## src/rtl/ext_pipe_skid.sv

```systemverilog
// ext_pipe_skid: registered immediate-extension stage with a 2-entry skid buffer.
// Extends an IMM_WIDTH immediate to OUT_WIDTH in zero, sign, upper or branch-offset mode.
// Optional feature macro: EXT_COUNT_EN enables the 16-bit accepted-transaction counter on ext_cnt.
// Without it, ext_cnt is tied to zero.
module ext_pipe_skid #(
  parameter int IMM_WIDTH = 16,
  parameter int OUT_WIDTH = 32
) (
  input  logic                 clk,
  input  logic                 rst,
  input  logic                 flush,
  input  logic                 in_valid,
  output logic                 in_ready,
  input  logic [IMM_WIDTH-1:0] imm,
  input  logic [1:0]           ExtOp,
  output logic                 out_valid,
  input  logic                 out_ready,
  output logic [OUT_WIDTH-1:0] ext_out,
  output logic [15:0]          ext_cnt
);

  typedef enum logic [1:0] {
    EMPTY = 2'd0,
    ONE   = 2'd1,
    FULL  = 2'd2
  } state_t;

  state_t                 state_q, state_d;
  logic [OUT_WIDTH-1:0]   mainData_q, mainData_d;
  logic [OUT_WIDTH-1:0]   skidData_q, skidData_d;
  logic                   inReady_q, outValid_q;
  logic [OUT_WIDTH-1:0]   extResult;
  logic [OUT_WIDTH-1:0]   signExt;
  logic                   accept;
  logic                   deliver;

  assign accept    = in_valid & inReady_q;
  assign deliver   = outValid_q & out_ready;
  assign in_ready  = inReady_q;
  assign out_valid = outValid_q;
  assign ext_out   = mainData_q;

  // Extend the incoming immediate combinationally; only this result is ever stored.
  always_comb begin
    signExt   = {{(OUT_WIDTH-IMM_WIDTH){imm[IMM_WIDTH-1]}}, imm};
    extResult = '0;
    case (ExtOp)
      2'b00:   extResult = {{(OUT_WIDTH-IMM_WIDTH){1'b0}}, imm};
      2'b01:   extResult = signExt;
      2'b10:   extResult = {imm, {(OUT_WIDTH-IMM_WIDTH){1'b0}}};
      2'b11:   extResult = signExt << 2;
      default: extResult = '0;
    endcase
  end

  // Occupancy transitions: main register feeds the output, skid catches an accept made during a stall.
  always_comb begin
    state_d    = state_q;
    mainData_d = mainData_q;
    skidData_d = skidData_q;
    if (flush) begin
      state_d = EMPTY;
    end else begin
      case (state_q)
        EMPTY: begin
          if (accept) begin
            state_d    = ONE;
            mainData_d = extResult;
          end
        end
        ONE: begin
          if (accept && deliver) begin
            mainData_d = extResult;
          end else if (accept) begin
            state_d    = FULL;
            skidData_d = extResult;
          end else if (deliver) begin
            state_d = EMPTY;
          end
        end
        FULL: begin
          if (deliver) begin
            state_d    = ONE;
            mainData_d = skidData_q;
          end
        end
        default: state_d = EMPTY;
      endcase
    end
  end

  // Register state, data and the handshake outputs so in_ready never depends on out_ready combinationally.
  always_ff @(posedge clk) begin
    if (rst) begin
      state_q    <= EMPTY;
      mainData_q <= '0;
      skidData_q <= '0;
      inReady_q  <= 1'b1;
      outValid_q <= 1'b0;
    end else begin
      state_q    <= state_d;
      mainData_q <= mainData_d;
      skidData_q <= skidData_d;
      inReady_q  <= (state_d != FULL);
      outValid_q <= (state_d != EMPTY);
    end
  end

`ifdef EXT_COUNT_EN
  logic [15:0] extCnt_q;

  // Count accepted transactions; accepts swallowed by a flush are not counted, and the count wraps.
  always_ff @(posedge clk) begin
    if (rst) begin
      extCnt_q <= 16'h0000;
    end else if (accept && !flush) begin
      extCnt_q <= extCnt_q + 16'h0001;
    end
  end

  assign ext_cnt = extCnt_q;
`else
  assign ext_cnt = 16'h0000;
`endif

endmodule
```

## config.mk

```make
export PLATFORM = sky130hd
export DESIGN_NAME = ext_pipe_skid
export DESIGN_NICKNAME = d
export VERILOG_FILES = /design/src/rtl/ext_pipe_skid.sv
export SDC_FILE = /design/constraint.sdc
export NUM_CORES = 1
export LEC_CHECK = 0
export ABC_AREA = 0
export CORE_UTILIZATION = 45
export DETAILED_ROUTE_END_ITERATION = 10
export GPL_TIMING_DRIVEN = 0
export HOLD_SLACK_MARGIN = 0.05
export PLACE_DENSITY = 0.72
export REMOVE_ABC_BUFFERS = 1
export SYNTH_ARGS = -nofsm -noshare
export SYNTH_HDL_FRONTEND = slang
export SYNTH_SLANG_ARGS = --single-unit
```

## constraint.sdc

```tcl
create_clock -name clk -period 3.79 [get_ports clk]
set_clock_uncertainty 0.05 [all_clocks]
set_input_delay 1.137 -clock clk [delete_from_list [all_inputs] [get_ports clk]]
set_output_delay 1.137 -clock clk [all_outputs]
set_load 0.1 [all_outputs]
```

==> results.md <==
Run status:
- The flow ran to the end, and the final reports show no timing, DRC or antenna violations.

Clock tree:
- The root buffer cell is sky130_fd_sc_hd__clkbuf_8.
- CTS saw 68 sinks.
- The clock passes through at most 2 buffers.
- The CTS tree is yes.
- The latest clock arrival within the worst-skew pair is 330 ps.
- The number of buffers inserted by post-CTS setup repair is 0.
- Clock-pin slew was measured on the worst setup and hold paths at roughly 60 ps.
- The post-cts resize count is 0.
- In this run, CTS created clock tree buffers numbering 9.
- The H-tree was split into 3 levels.
- The hold buffer count at CTS is 0.

Placement:
- The number of port buffers is 56.
- The placer's final routability congestion estimate is 0.770.
- The wire-length estimate of the detail-placed layout is 4620 um.
- Timing analysis after detailed placement gives a worst setup slack of 58.2 ps.

Routing:
- Dividing the detail-routed wire length by the instance count gives 13.4 um.
- After detailed routing, the total wire length is 6760 um.
- The via count is 2,645.
- After detailed routing, the number of vias per cell comes to around 5.2.
- The first detailed-routing pass ran for 4 iterations.
- The number of nets with antenna violations after routing is 0.
- In the routed design, unresolved DRC markers number 0.
- For this block, the initial DRC count from the detailed router was about 110.

Die:
- The core region is 6830 um2.
- The die span in y is around 86 um.
- The floorplan has 30 rows.
- The initial utilization of the core area, before any placement, comes to 0.466.
- Pin placement for this block handled 73 I/O pins.
- The die area is 7420 um2.
- The die is approximately 86 um wide.

STA:
- For the pin with the worst max-slew slack, the measured transition is between 1000 and 1500 ps.
- Setup violations remaining at the end of the flow were counted as 0.
- The worst pin sits at a relative slew slack of 0.233.
- Hold is met by 427 ps.
- Derived from the worst setup path, the maximum achievable clock frequency is 295 MHz.
- Setup repair after global routing left no endpoint under its margin.
- The worst path meets setup with 399 ps of slack.
- The number of hold violations in the final report is 0.
- The smallest clock period supported by the final layout is computed as 3390 ps.
- The number of pins with negative max-slew slack in the final report was 0.
- The accumulated negative setup slack is 0 ps.
- Dividing the final minimum period by the clock period gives 0.895.

Global routing:
- The number of global-route vias before repair is roughly 2,500.
- The total congestion overflow after global routing is 0.
- The wire length of the first global-routing pass is 11,200 um.
- Entering global routing, the biggest net connects 45 pins.
- The number of antenna violations at the first check in global routing is 0.
- Across every metal layer, demand over resource in global routing totals 0.192.

Hold path:
- The class of the tightest hold or removal check is reg -> reg.
- The source of the worst hold timing path is ext_out[18]$_SDFFE_PP0P_.

Logic synthesis:
- The share of synthesized cell area in and, or, nand and nor gates is 0.131.
- The synthesized design contains 0 enable-type register cells.
- Of the total synthesized cell area, the portion taken by full adders, half adders and majority gates is 0.
- After synthesis, the netlist uses 33 different library cells.
- The most frequently used flop master after synthesis is sky130_fd_sc_hd__dfxtp_1.
- After synthesis, the share of cell area in mux cells is 0.0326.
- The synthesized-area fraction occupied by ao, oa, aoi and oai cells is 0.313.
- Yosys printed 0 warnings.
- For this run, the register share of the synthesized area comes to 0.427.
- The post-synthesis sequential element count is 68.
- The mapped cell area is 3190 um2.
- Counting every instance in the synthesized netlist gives 368.
- Of the total synthesized cell area, the portion taken by XOR and XNOR cells is 0.
- In the synthesized netlist the async set-or-reset flop fraction comes to 0.
- The main combinational cell family by area after synthesis is compound AO/OA/AOI/OAI gates.
- After synthesis, the mean cell area works out to between 8 and 9 um2.

Cells and area:
- The signed area change from the synthesized netlist to the final layout is 24.3%.
- The number of antenna diodes in the final layout is 0.
- Of the cells placed in the final design, the portion with a size suffix greater than 1 is 0.0758.
- The net count of the finished layout is 427.
- The fill cell instance count of the final layout is 624.

Critical path:
- The longest individual stage delay on the worst path is 1230 ps.
- For the worst setup path, the data arrival time is 3610 ps.
- STA classifies the critical path endpoint as a register.
- The required time of the critical path is 4010 ps.
- The launch instance of the worst register-to-register path is state_q[0]$_SDFF_PP0_.
- The startpoint type of the worst setup path is a primary input.
- Walking the worst path, the cells encountered are clkdlybuf4s50_1 > inv_1 > a21oi_2 > a22o_1.
- The critical path starts at flush.
- The cell with the biggest individual delay on the critical path is sky130_fd_sc_hd__clkdlybuf4s50_1.
- Of all nets on the critical path, the largest fanout is 33.
- The worst setup path is of the in -> reg kind.

Power and ir drop:
- The leakage power total is 1.39 nW.
- The worst-case IR drop observed on VDD is 0.000210 V.
- The power per cell area is 462 nW/um2.

Job:
- The reported max-cap violation count is 0.
[per-layer routing]
layer	track usage	vias up	share of wire
met5	0	-	0
met4	0.103	0	0.023
met3	0.0318	13	0.031
met2	0.317	58	0.48
met1	0.239	1211	0.46
li1	-	1363	-
[registers in the layout, summed over array words and instances (netlist names)]
signal and cells:
state_q 2, in_ready 1, skidData_q 32, out_valid 1
ext_out 32
[per-stage QoR]
| stage | instances | util | area (um2) | power, mW |
|---|---|---|---|---|
| 3_3_place_gp | 485 | 0.532 | 3630 | 1.14 |
| 2_1_floorplan | 333 | - | 2950 | 1.04 |
| 4_1_cts | 505 | 0.579 | 3960 | 1.84 |
| 3_5_place_dp | 489 | 0.545 | 3720 | 1.15 |
| 5_1_grt | 505 | 0.579 | 3960 | 1.91 |
| 6_report | 505 | 0.579 | 3960 | 1.83 |
[logic make-up after synthesis]
logic type	count (synthesis)
compound gates	146
flops	68
buf+inv	53
mux	10
simple gates	90
other cells	1
[cells in the final DEF (no fill, tap or decap), types with 2 or more instances in the layout]
cell / Yosys / layout
sky130_fd_sc_hd__inv_1: 3 / 3
sky130_fd_sc_hd__o21a_1: 3 / 3
sky130_fd_sc_hd__nor2_1: 48 / 48
sky130_fd_sc_hd__a211oi_1: 28 / 28
sky130_fd_sc_hd__conb_1: 1 / 16
sky130_fd_sc_hd__and2_1: 2 / 2
sky130_fd_sc_hd__clkbuf_1: 20 / 2
sky130_fd_sc_hd__bufinv_16: 0 / 3
sky130_fd_sc_hd__nor2b_1: 16 / 15
sky130_fd_sc_hd__mux2i_1: 7 / 7
sky130_fd_sc_hd__and2b_1: 2 / 2
sky130_fd_sc_hd__a22o_1: 14 / 14
sky130_fd_sc_hd__clkdlybuf4s50_1: 0 / 55
sky130_fd_sc_hd__o21ai_0: 30 / 30
sky130_fd_sc_hd__a2111o_1: 14 / 14
sky130_fd_sc_hd__buf_16: 0 / 2
sky130_fd_sc_hd__clkinv_2: 0 / 2
sky130_fd_sc_hd__nand2_1: 16 / 16
sky130_fd_sc_hd__dfxtp_1: 68 / 68
sky130_fd_sc_hd__mux2_2: 3 / 3
sky130_fd_sc_hd__a21oi_1: 46 / 46
sky130_fd_sc_hd__a311oi_1: 3 / 3
sky130_fd_sc_hd__clkbuf_8: 0 / 9
[synthesized netlist by cell type, types with 2 or more instances]
| master | number | area share |
|---|---|---|
| sky130_fd_sc_hd__a311oi_1 | 3 | 0.0082 |
| sky130_fd_sc_hd__a22o_1 | 14 | 0.038 |
| sky130_fd_sc_hd__clkbuf_1 | 20 | 0.024 |
| sky130_fd_sc_hd__o21a_1 | 3 | 0.0071 |
| sky130_fd_sc_hd__buf_2 | 8 | 0.013 |
| sky130_fd_sc_hd__nor2b_1 | 16 | 0.031 |
| sky130_fd_sc_hd__nand2_1 | 16 | 0.019 |
| sky130_fd_sc_hd__and2_1 | 2 | 0.0039 |
| sky130_fd_sc_hd__mux2_2 | 3 | 0.011 |
| sky130_fd_sc_hd__mux2i_1 | 7 | 0.022 |
| sky130_fd_sc_hd__a2111o_1 | 14 | 0.049 |
| sky130_fd_sc_hd__nor2_1 | 48 | 0.057 |
| sky130_fd_sc_hd__a21oi_1 | 46 | 0.072 |
| sky130_fd_sc_hd__inv_1 | 3 | 0.0035 |
| sky130_fd_sc_hd__nor3_2 | 2 | 0.0063 |
| sky130_fd_sc_hd__buf_6 | 3 | 0.011 |
| sky130_fd_sc_hd__dfxtp_1 | 68 | 0.43 |
| sky130_fd_sc_hd__buf_4 | 19 | 0.045 |
| sky130_fd_sc_hd__and2b_1 | 2 | 0.0047 |
| sky130_fd_sc_hd__o21ai_0 | 30 | 0.047 |
| sky130_fd_sc_hd__nand2b_1 | 2 | 0.0039 |
| sky130_fd_sc_hd__a211oi_1 | 28 | 0.066 |
[where the power goes]
| part | total, mW | switching (mW) | internal, mW |
|---|---|---|---|
| sequential | 0.752 | 0.0128 | 0.739 |
| clock | 0.696 | 0.261 | 0.436 |
| combinational | 0.381 | 0.286 | 0.0949 |
[final timing paths]
kind / endpoint / slack (ps) / cells after the start
worst max-delay path: ext_out[19]$_SDFFE_PP0P_ / 400 / 4
worst min register to register: ext_out[18]$_SDFFE_PP0P_ / 430 / 1
worst max register to register: ext_out[22]$_SDFFE_PP0P_ / 1300 / 4
worst min-delay path: ext_out[18]$_SDFFE_PP0P_ / 430 / 1
[cell type report]
class	count	area (um2)	share of cell area
clock buffer	11	131	0.0332
inverter	3	11.3	0.00284
sequential	68	1360	0.344
clock inverter	5	100	0.0253
multi-input combinational	262	1590	0.401
tap	96	120	0.0303
timing repair buffer	60	646	0.163
[worst max-delay path, delay by kind of cell]
| family | cells | cell delay (ps) |
|---|---|---|
| AOI/OAI and AO/OA | 2 | 840 |
| buffers and inverters | 2 | 1620 |
Power figures use the tool's default switching activity.
